`config.mk`:
```
export PLATFORM = sky130hd
export DESIGN_NAME = demux_rr_sched
export DESIGN_NICKNAME = d
export VERILOG_FILES = /design/src/rtl/demux_sched_pkg.sv /design/src/rtl/rr_pick4.sv /design/src/rtl/demux_rr_sched.sv
export SDC_FILE = /design/constraint.sdc
export NUM_CORES = 1
export LEC_CHECK = 0
export BUFFER_PORTS_ARGS = -buffer_cell sky130_fd_sc_hd__clkbuf_2
export CAP_MARGIN = 25
export CORE_MARGIN = 3
export CORE_UTILIZATION = 50
export CTS_CLUSTER_SIZE = 28
export DETAILED_ROUTE_END_ITERATION = 8
export HOLD_SLACK_MARGIN = 0.05
export PLACE_DENSITY = 0.73
export SETUP_SLACK_MARGIN = 0.3
export SYNTH_ARGS = -nofsm -noshare
export SYNTH_HDL_FRONTEND = slang
export SYNTH_SLANG_ARGS = --single-unit
```
`constraint.sdc`:
```
create_clock -name clk -period 3.1 [get_ports clk]
set_clock_uncertainty 0.15 [all_clocks]
set_input_delay 0.31 -clock clk [delete_from_list [all_inputs] [get_ports clk]]
set_output_delay 0.31 -clock clk [all_outputs]
set_load 0.1 [all_outputs]
```
`src/rtl/demux_sched_pkg.sv`:
```
// demux_sched_pkg: shared types, sizes and helpers
// for the round-robin demux scheduler.
package demux_sched_pkg;

  localparam int N_CH  = 4;
  localparam int SEL_W = 2;

  typedef enum logic [1:0] {
    IDLE  = 2'd0,
    GRANT = 2'd1,
    GAP   = 2'd2
  } state_e;

  // One-hot decode of a channel select.
  function automatic logic [N_CH-1:0] onehot(
    input logic [SEL_W-1:0] sel
  );
    logic [N_CH-1:0] v;
    v      = '0;
    v[sel] = 1'b1;
    return v;
  endfunction

endpackage

```
`src/rtl/rr_pick4.sv`:
```
// rr_pick4: combinational round-robin pick of
// the first requester at or after ptr (mod 4).
module rr_pick4
  import demux_sched_pkg::*;
(
  input  logic [N_CH-1:0]  req,
  input  logic [SEL_W-1:0] ptr,
  output logic [SEL_W-1:0] sel,
  output logic             any
);

  logic [SEL_W-1:0] idx;

  // Scan ptr, ptr+1, ... ; the 2-bit add wraps mod 4.
  always_comb begin
    sel = ptr;
    any = 1'b0;
    idx = '0;
    for (int k = 0; k < N_CH; k++) begin
      idx = ptr + SEL_W'(k);
      if (!any && req[idx]) begin
        sel = idx;
        any = 1'b1;
      end
    end
  end

endmodule

```
`src/rtl/demux_rr_sched.sv`:
```
// demux_rr_sched: round-robin owner of a 1-to-4 demux select.
// Optional macro DEMUX_SCHED_LOCK_EN adds a lock input that extends slots.
module demux_rr_sched
  import demux_sched_pkg::*;
#(
  parameter  int DWELL = 8,
  localparam int CNT_W = $clog2(DWELL + 1)
) (
  input  logic             clk,
  input  logic             rst_n,
  input  logic             en,
  input  logic [N_CH-1:0]  req,
`ifdef DEMUX_SCHED_LOCK_EN
  input  logic             lock,
`endif
  output logic [SEL_W-1:0] mode,
  output logic [N_CH-1:0]  grant,
  output logic             active,
  output logic             slot_done
);

  localparam logic [CNT_W-1:0] CNT_LOAD = CNT_W'(DWELL - 1);

  state_e           state_q;
  logic [SEL_W-1:0] mode_q;
  logic [N_CH-1:0]  grant_q;
  logic             active_q;
  logic             done_q;
  logic [SEL_W-1:0] ptr_q;
  logic [SEL_W-1:0] ptr_d;
  logic [CNT_W-1:0] cnt_q;
  logic [CNT_W-1:0] cnt_d;

  logic [SEL_W-1:0] pick_sel;
  logic             pick_any;
  logic             req_own;
  logic             hold;
  logic             expire;
  logic             slot_end;
  logic             start;

  rr_pick4 u_pick (
    .req (req),
    .ptr (ptr_q),
    .sel (pick_sel),
    .any (pick_any)
  );

  assign req_own = req[mode_q];

`ifdef DEMUX_SCHED_LOCK_EN
  // Lock only stretches a slot whose owner still requests.
  assign hold = lock & req_own;
`else
  assign hold = 1'b0;
`endif

  // All end causes fold into one term, so coincident causes
  // still yield a single slot_done pulse.
  assign expire   = (cnt_q == '0) & ~hold;
  assign slot_end = expire | ~req_own | ~en;
  assign start    = en & pick_any;

  // Counter saturates at zero while a lock holds the slot open.
  assign cnt_d = (cnt_q == '0) ? '0 : cnt_q - 1'b1;

  // Next priority starts just past the channel that was served.
  assign ptr_d = mode_q + 1'b1;

  // Scheduler FSM with registered outputs.
  always_ff @(posedge clk) begin
    if (!rst_n) begin
      state_q  <= IDLE;
      mode_q   <= '0;
      grant_q  <= '0;
      active_q <= 1'b0;
      done_q   <= 1'b0;
      ptr_q    <= '0;
      cnt_q    <= '0;
    end else begin
      done_q <= 1'b0;
      unique case (state_q)
        IDLE, GAP: begin
          // mode moves only here, while grant is zero.
          if (start) begin
            mode_q   <= pick_sel;
            grant_q  <= onehot(pick_sel);
            active_q <= 1'b1;
            cnt_q    <= CNT_LOAD;
            state_q  <= GRANT;
          end else begin
            state_q  <= IDLE;
          end
        end
        GRANT: begin
          if (slot_end) begin
            grant_q  <= '0;
            active_q <= 1'b0;
            done_q   <= 1'b1;
            ptr_q    <= ptr_d;
            state_q  <= GAP;
          end else begin
            cnt_q    <= cnt_d;
          end
        end
        default: begin
          grant_q  <= '0;
          active_q <= 1'b0;
          state_q  <= IDLE;
        end
      endcase
    end
  end

  assign mode      = mode_q;
  assign grant     = grant_q;
  assign active    = active_q;
  assign slot_done = done_q;

endmodule

```
# [Word-level counts from Yosys, hierarchy flattened]
# Index checks and enable logic that the tools add are counted.
[op_classes] n_bitwise=5 reduce_logical=16 n_addsub=5 n_eq_ne=5 n_mux=33 order_cmp=7
[ops] cell="4-bit 2-to-1 mux" count=5
[ops] cell="2-bit by 3-bit less-than comparator with 1-bit output (second input constant)" count=6
[ops] cell="4-bit one-hot mux with 2 select lines" count=2
[ops] cell="1-bit 2-to-1 mux" count=14
[ops] cell="1-bit binary-select mux with 2-bit select" count=5
[ops] cell="2-bit 2-to-1 mux" count=4
[ops] cell="2-bit AND reduction" count=4
[ops] cell="2-bit inequality test (second input constant)" count=3
[ops] cell="2-bit by 1-bit adder with 2-bit output (second input constant)" count=2
[ops] cell="2-bit adder (second input constant)" count=2
[ops] cell="1-bit logical AND" count=4
[ops] cell="4-bit zero test" count=1
[ops] cell="2-bit one-hot mux with 2 select lines" count=1
[ops] cell="4-bit by 1-bit subtractor with 4-bit output (second input constant)" count=1
[ops] cell="1-bit zero test" count=3
[ops] cell="3-bit AND reduction" count=1
[ops] cell="1-bit demux with 2-bit select" count=1
[ops] cell="2-bit by 1-bit == test with 1-bit output (second input constant)" count=1
[ops] cell="2-bit == test (second input constant)" count=1
[ops] cell="2-bit by 1-bit greater-or-equal comparator with 1-bit output (second input constant)" count=1
[ops] cell="2-bit zero test" count=1
[ops] cell="1-bit inverter" count=2
[ops] cell="1-bit bitwise OR" count=2
[ops] cell="1-bit one-hot mux with 2 select lines" count=1
[ops] cell="3 further kinds" count=3
[word_totals] regBits=16 output_inout_bits=8 elab_cells=78 in_bits=7

# [Logic depth before layout (Yosys ltp)]
[logic_depth] word_depth=18 ltp_mapped=5 depth_no_buf=4

# [By module]
# From an unflattened synthesis, not the netlist that was laid out.
[unflattened] cells_unflattened=96 hier_area_um2=869.6
[modules_own_cells] mod="demux_rr_sched" area_per_inst_um2=773.2 seq_area_each_um2=320.3 instances=1 cells_per_inst=80
[modules_own_cells] mod="rr_pick4" area_per_inst_um2=96.3 seq_area_each_um2=0.0 instances=1 cells_per_inst=16

# [Worst setup path before layout]
# Ideal clock, no wire load.
[synth_path] path_kind="register to register" start="reg mode_q[0], in the netlist mode[0]" end="reg grant_q[2], in the netlist grant[2]" synth_period_minus_slack_ns=2.477 setup_time_ns=0.119 arrival_time_ns=2.208 required_ns=2.831 path_buffers=0 stages_incl_launch_ff=5 setup_slack_ns=0.623 path_cell_list="dfxtp_1 > mux4_2 > a32oi_2 > nor2b_1 > a32o_1"
[synth_between] elab_chain_len=7
[synth_lines] element="start, declared" line="demux_rr_sched.sv:25" text="logic [SEL_W-1:0] mode_q;"
[synth_lines] element="start signal, assigned" line="demux_rr_sched.sv:86" text="mode_q <= pick_sel;"
[synth_lines] element="1-bit binary-select mux with 2-bit select" line="demux_rr_sched.sv:49" text="assign req_own = req[mode_q];"
[synth_lines] element="1-bit 2-to-1 mux (not written as such)" line="demux_rr_sched.sv:49"
[synth_lines] element="1-bit inverter" line="demux_rr_sched.sv:61" text="assign slot_end = expire | ~req_own | ~en;"
[synth_lines] element="1-bit bitwise OR (2 in a row)" line="demux_rr_sched.sv:61"
[synth_lines] element="2-bit inequality test (no source line)"
[synth_lines] element="2-bit AND reduction (no source line)"
[synth_lines] element="end signal, assigned" line="demux_rr_sched.sv:87" text="grant_q <= onehot(pick_sel);"
[synth_lines] element="end, declared" line="demux_rr_sched.sv:26" text="logic [N_CH-1:0] grant_q;"
# Every way passes these cells. The select of a mux whose other input is x is not followed.
# A chain may end at the register's enable or synchronous reset.

# [Worst setup path in the final report]
# Same ends and word-level chain as after synthesis.

==> impl_metrics.json <==
{
  "status": "finished, final reports clean",
  "multi_input_area_um2": 453,
  "area_growth_pct": 15.0,
  "synth_cells": 85,
  "hp-class": "input port to flip-flop",
  "syn_nets": 92,
  "final_nets": 109,
  "syn-cell-area_um2": 785,
  "cp_cell_sequence": "mux4_2, a32oi_2, nor2b_1, a32o_1",
  "routed_wl_um": 1670,
  "avgSynthCellArea_um2": 9.23,
  "worstSetupEndpointType": "flip-flop",
  "netlist_top_cells_area": "dfxtp_1 (41%), nand2_1 (5.3%), nor2b_1 (4.8%)",
  "place_ws_ns": 1.19,
  "yosys.cell_count.top_type": "dfxtp_1",
  "drive_gt1_frac": 0.218,
  "cts_setup_buffers": 0,
  "firstDrtPassIters": 5,
  "ctsHoldBuffers": 0,
  "synth-seq-cells": 16,
  "drc": 0,
  "fillerInstances": 120,
  "critPathRequiredTime_ns": 3.13,
  "synth.distinct_cells": 33,
  "track_usage": 0.197,
  "cap_violations": 0,
  "cts_buffer_depth": 2,
  "rsz0062_at_grt": "false",
  "ys.flop_type": "dfxtp_1",
  "min_period_ns": 1.92,
  "initial_utilization": 0.567,
  "diodes": 0,
  "htreeDepth": 1,
  "cts_root_buf": "clkbuf_4",
  "gp_congestion": 0.792,
  "cts_resized": 0,
  "async_reset_ff_frac": 0,
  "vias_per_cell": 6.24,
  "coreArea_um2": 1380,
  "crit_arrival_ns": 1.96,
  "tightestPinTransition_ns": 0.542,
  "synth_common_cells": "dfxtp_1 (16), nand2_1 (11), nor2_1 (6), nor2b_1 (6)",
  "path_clk_slew_ns": 0.09,
  "slew_headroom": 0.640,
  "grt_start_max_net_pins": 18,
  "row_count": 13,
  "synth-edff-count": 0,
  "slew_violations": 0,
  "dieWidth_um": 45.6,
  "leakage_nw": 0.386,
  "die_y_um": 45.6,
  "grt_pass1_vias": 677,
  "slowest_stage": "mux4_2",
  "startpoint_type": "flip-flop",
  "io_pins": 15,
  "stdcell_count": 116,
  "dp_cells": 112,
  "drt_iter0_markers": 16,
  "fmax_mhz": 520,
  "cp_max_fo": 6,
  "finalSetupViolCount": 0,
  "cts_buffers": 3,
  "synth_top_area_cell": "dfxtp_1",
  "wire_per_inst_um": 14.4,
  "ys.warnings.count": 0,
  "peakVddDrop_v": 0.000417,
  "regArea_um2": 320,
  "antenna_found_initial": 0,
  "cpPeakStageDelay_ns": 0.60,
  "dp_hpwl_um": 1230,
  "powerDensity_nw_per_um2": 532,
  "post-synth-top-area-fraction": 0.408,
  "via_count": 724,
  "fin_ws_ns": 1.18,
  "tritoncts": "yes",
  "dieArea_um2": 2080,
  "finalCritPeriodShare": 0.620,
  "fin_tns_setup_ns": 0,
  "cts.sinks": 16,
  "port_buffers": 14,
  "clk_latency_ns": 0.28,
  "crit_type": "flip-flop to flip-flop",
  "final_antenna_net_count": 0,
  "grt_pass1_wl_um": 2940,
  "yosysSeqAreaShare": 0.408,
  "overflow": 0,
  "hold_violations": 0
}
## critical path, delay by kind of cell, from the launching register on
| family | cells | cell delay, ns |
|---|---|---|
| AO/OA/AOI/OAI | 2 | 0.50 |
| multiplexers | 1 | 0.60 |
| flip-flops | 1 | 0.46 |
| AND/OR/NAND/NOR | 1 | 0.12 |
## sequential cells by signal, indices dropped and copies added, names as in the netlist
register and count:
active 1, cnt_q 4, grant 4, mode 2, ptr_q 2, slot_done 1
state_q 2
## cells by family (layout without fill, tap and decap cells)
family / after synthesis / count (layout) / synth area share
AO/OA/AOI/OAI: 28 / 28 / 0.309
multiplexers: 1 / 1 / 0.0287
AND/OR/NAND/NOR: 37 / 37 / 0.239
flip-flops: 16 / 16 / 0.408
buffers and inverters: 3 / 19 / 0.0144
## layout make-up
class / instances / share of cell area
clock buffer: 4 / 0.0402
inverter: 1 / 0.00416
tap: 15 / 0.0208
sequential: 16 / 0.355
multi-input combinational: 66 / 0.502
timing repair buffer: 14 / 0.0777
## power by group
part	internal (W)	switching, W
combinational	0.0000336	0.0000823
sequential	0.000218	0.0000117
clock	0.0000715	0.0000633
total	0.000323	0.000157
## layer usage
| layer | vias up | share of wire | GRT usage |
|---|---|---|---|
| li1 | 359 | - | - |
| met1 | 341 | 0.48 | 0.257 |
| met2 | 22 | 0.45 | 0.312 |
| met3 | 2 | 0.061 | 0.0593 |
| met4 | 0 | 0.0084 | 0.0526 |
| met5 | - | 0 | 0 |
## worst paths after layout
| check | startpoint | endpoint | slack [ns] | depth (start not counted) |
|---|---|---|---|---|
| max | mode[0]$_SDFFE_PN0P_ | grant[2]$_SDFFE_PN0P_ | 1.18 | 4 |
| min | en | cnt_q[0]$_SDFFE_PN0P_ | 0.25 | 3 |
| max reg2reg | mode[0]$_SDFFE_PN0P_ | grant[2]$_SDFFE_PN0P_ | 1.18 | 4 |
| min reg2reg | cnt_q[3]$_SDFFE_PN0P_ | cnt_q[3]$_SDFFE_PN0P_ | 0.30 | 2 |
## cells in the final DEF (no fill, tap or decap)
| cell type | n |
|---|---|
| a211o_1 | 1 |
| a21boi_0 | 2 |
| a21boi_1 | 1 |
| a21o_1 | 1 |
| a21oi_1 | 4 |
| a221o_1 | 1 |
| a22oi_1 | 1 |
| a32o_1 | 2 |
| a32oi_2 | 1 |
| and2_1 | 4 |
| and3_1 | 1 |
| clkbuf_2 | 14 |
| clkbuf_4 | 3 |
| clkbuf_8 | 1 |
| dfxtp_1 | 16 |
| inv_1 | 1 |
| mux4_2 | 1 |
| nand2_1 | 11 |
| nand2b_1 | 3 |
| nand3_1 | 2 |
| nand3b_1 | 1 |
| nand4_1 | 3 |
| nor2_1 | 6 |
| nor2b_1 | 6 |
| o211a_1 | 3 |
| o21ai_0 | 1 |
| o21bai_1 | 1 |
| o221a_2 | 1 |
| o221ai_1 | 1 |
| o22a_1 | 1 |
| o22ai_1 | 1 |
| o31ai_1 | 1 |
| o32ai_1 | 2 |
| o41a_1 | 1 |
| o41ai_2 | 1 |
## metrics by stage
stage	power, W	hold slack [ns]	cell area, um^2	utilization
finish	0.000480	0.246	902	0.652
global route	0.000508	0.240	902	0.652
CTS	0.000484	0.242	902	0.652
detailed placement	0.000349	0.285	866	0.626
global placement	0.000348	0.281	866	0.626
floorplan	0.000324	0.262	785	-
No activity file was read; power rests on OpenSTA's default activity.
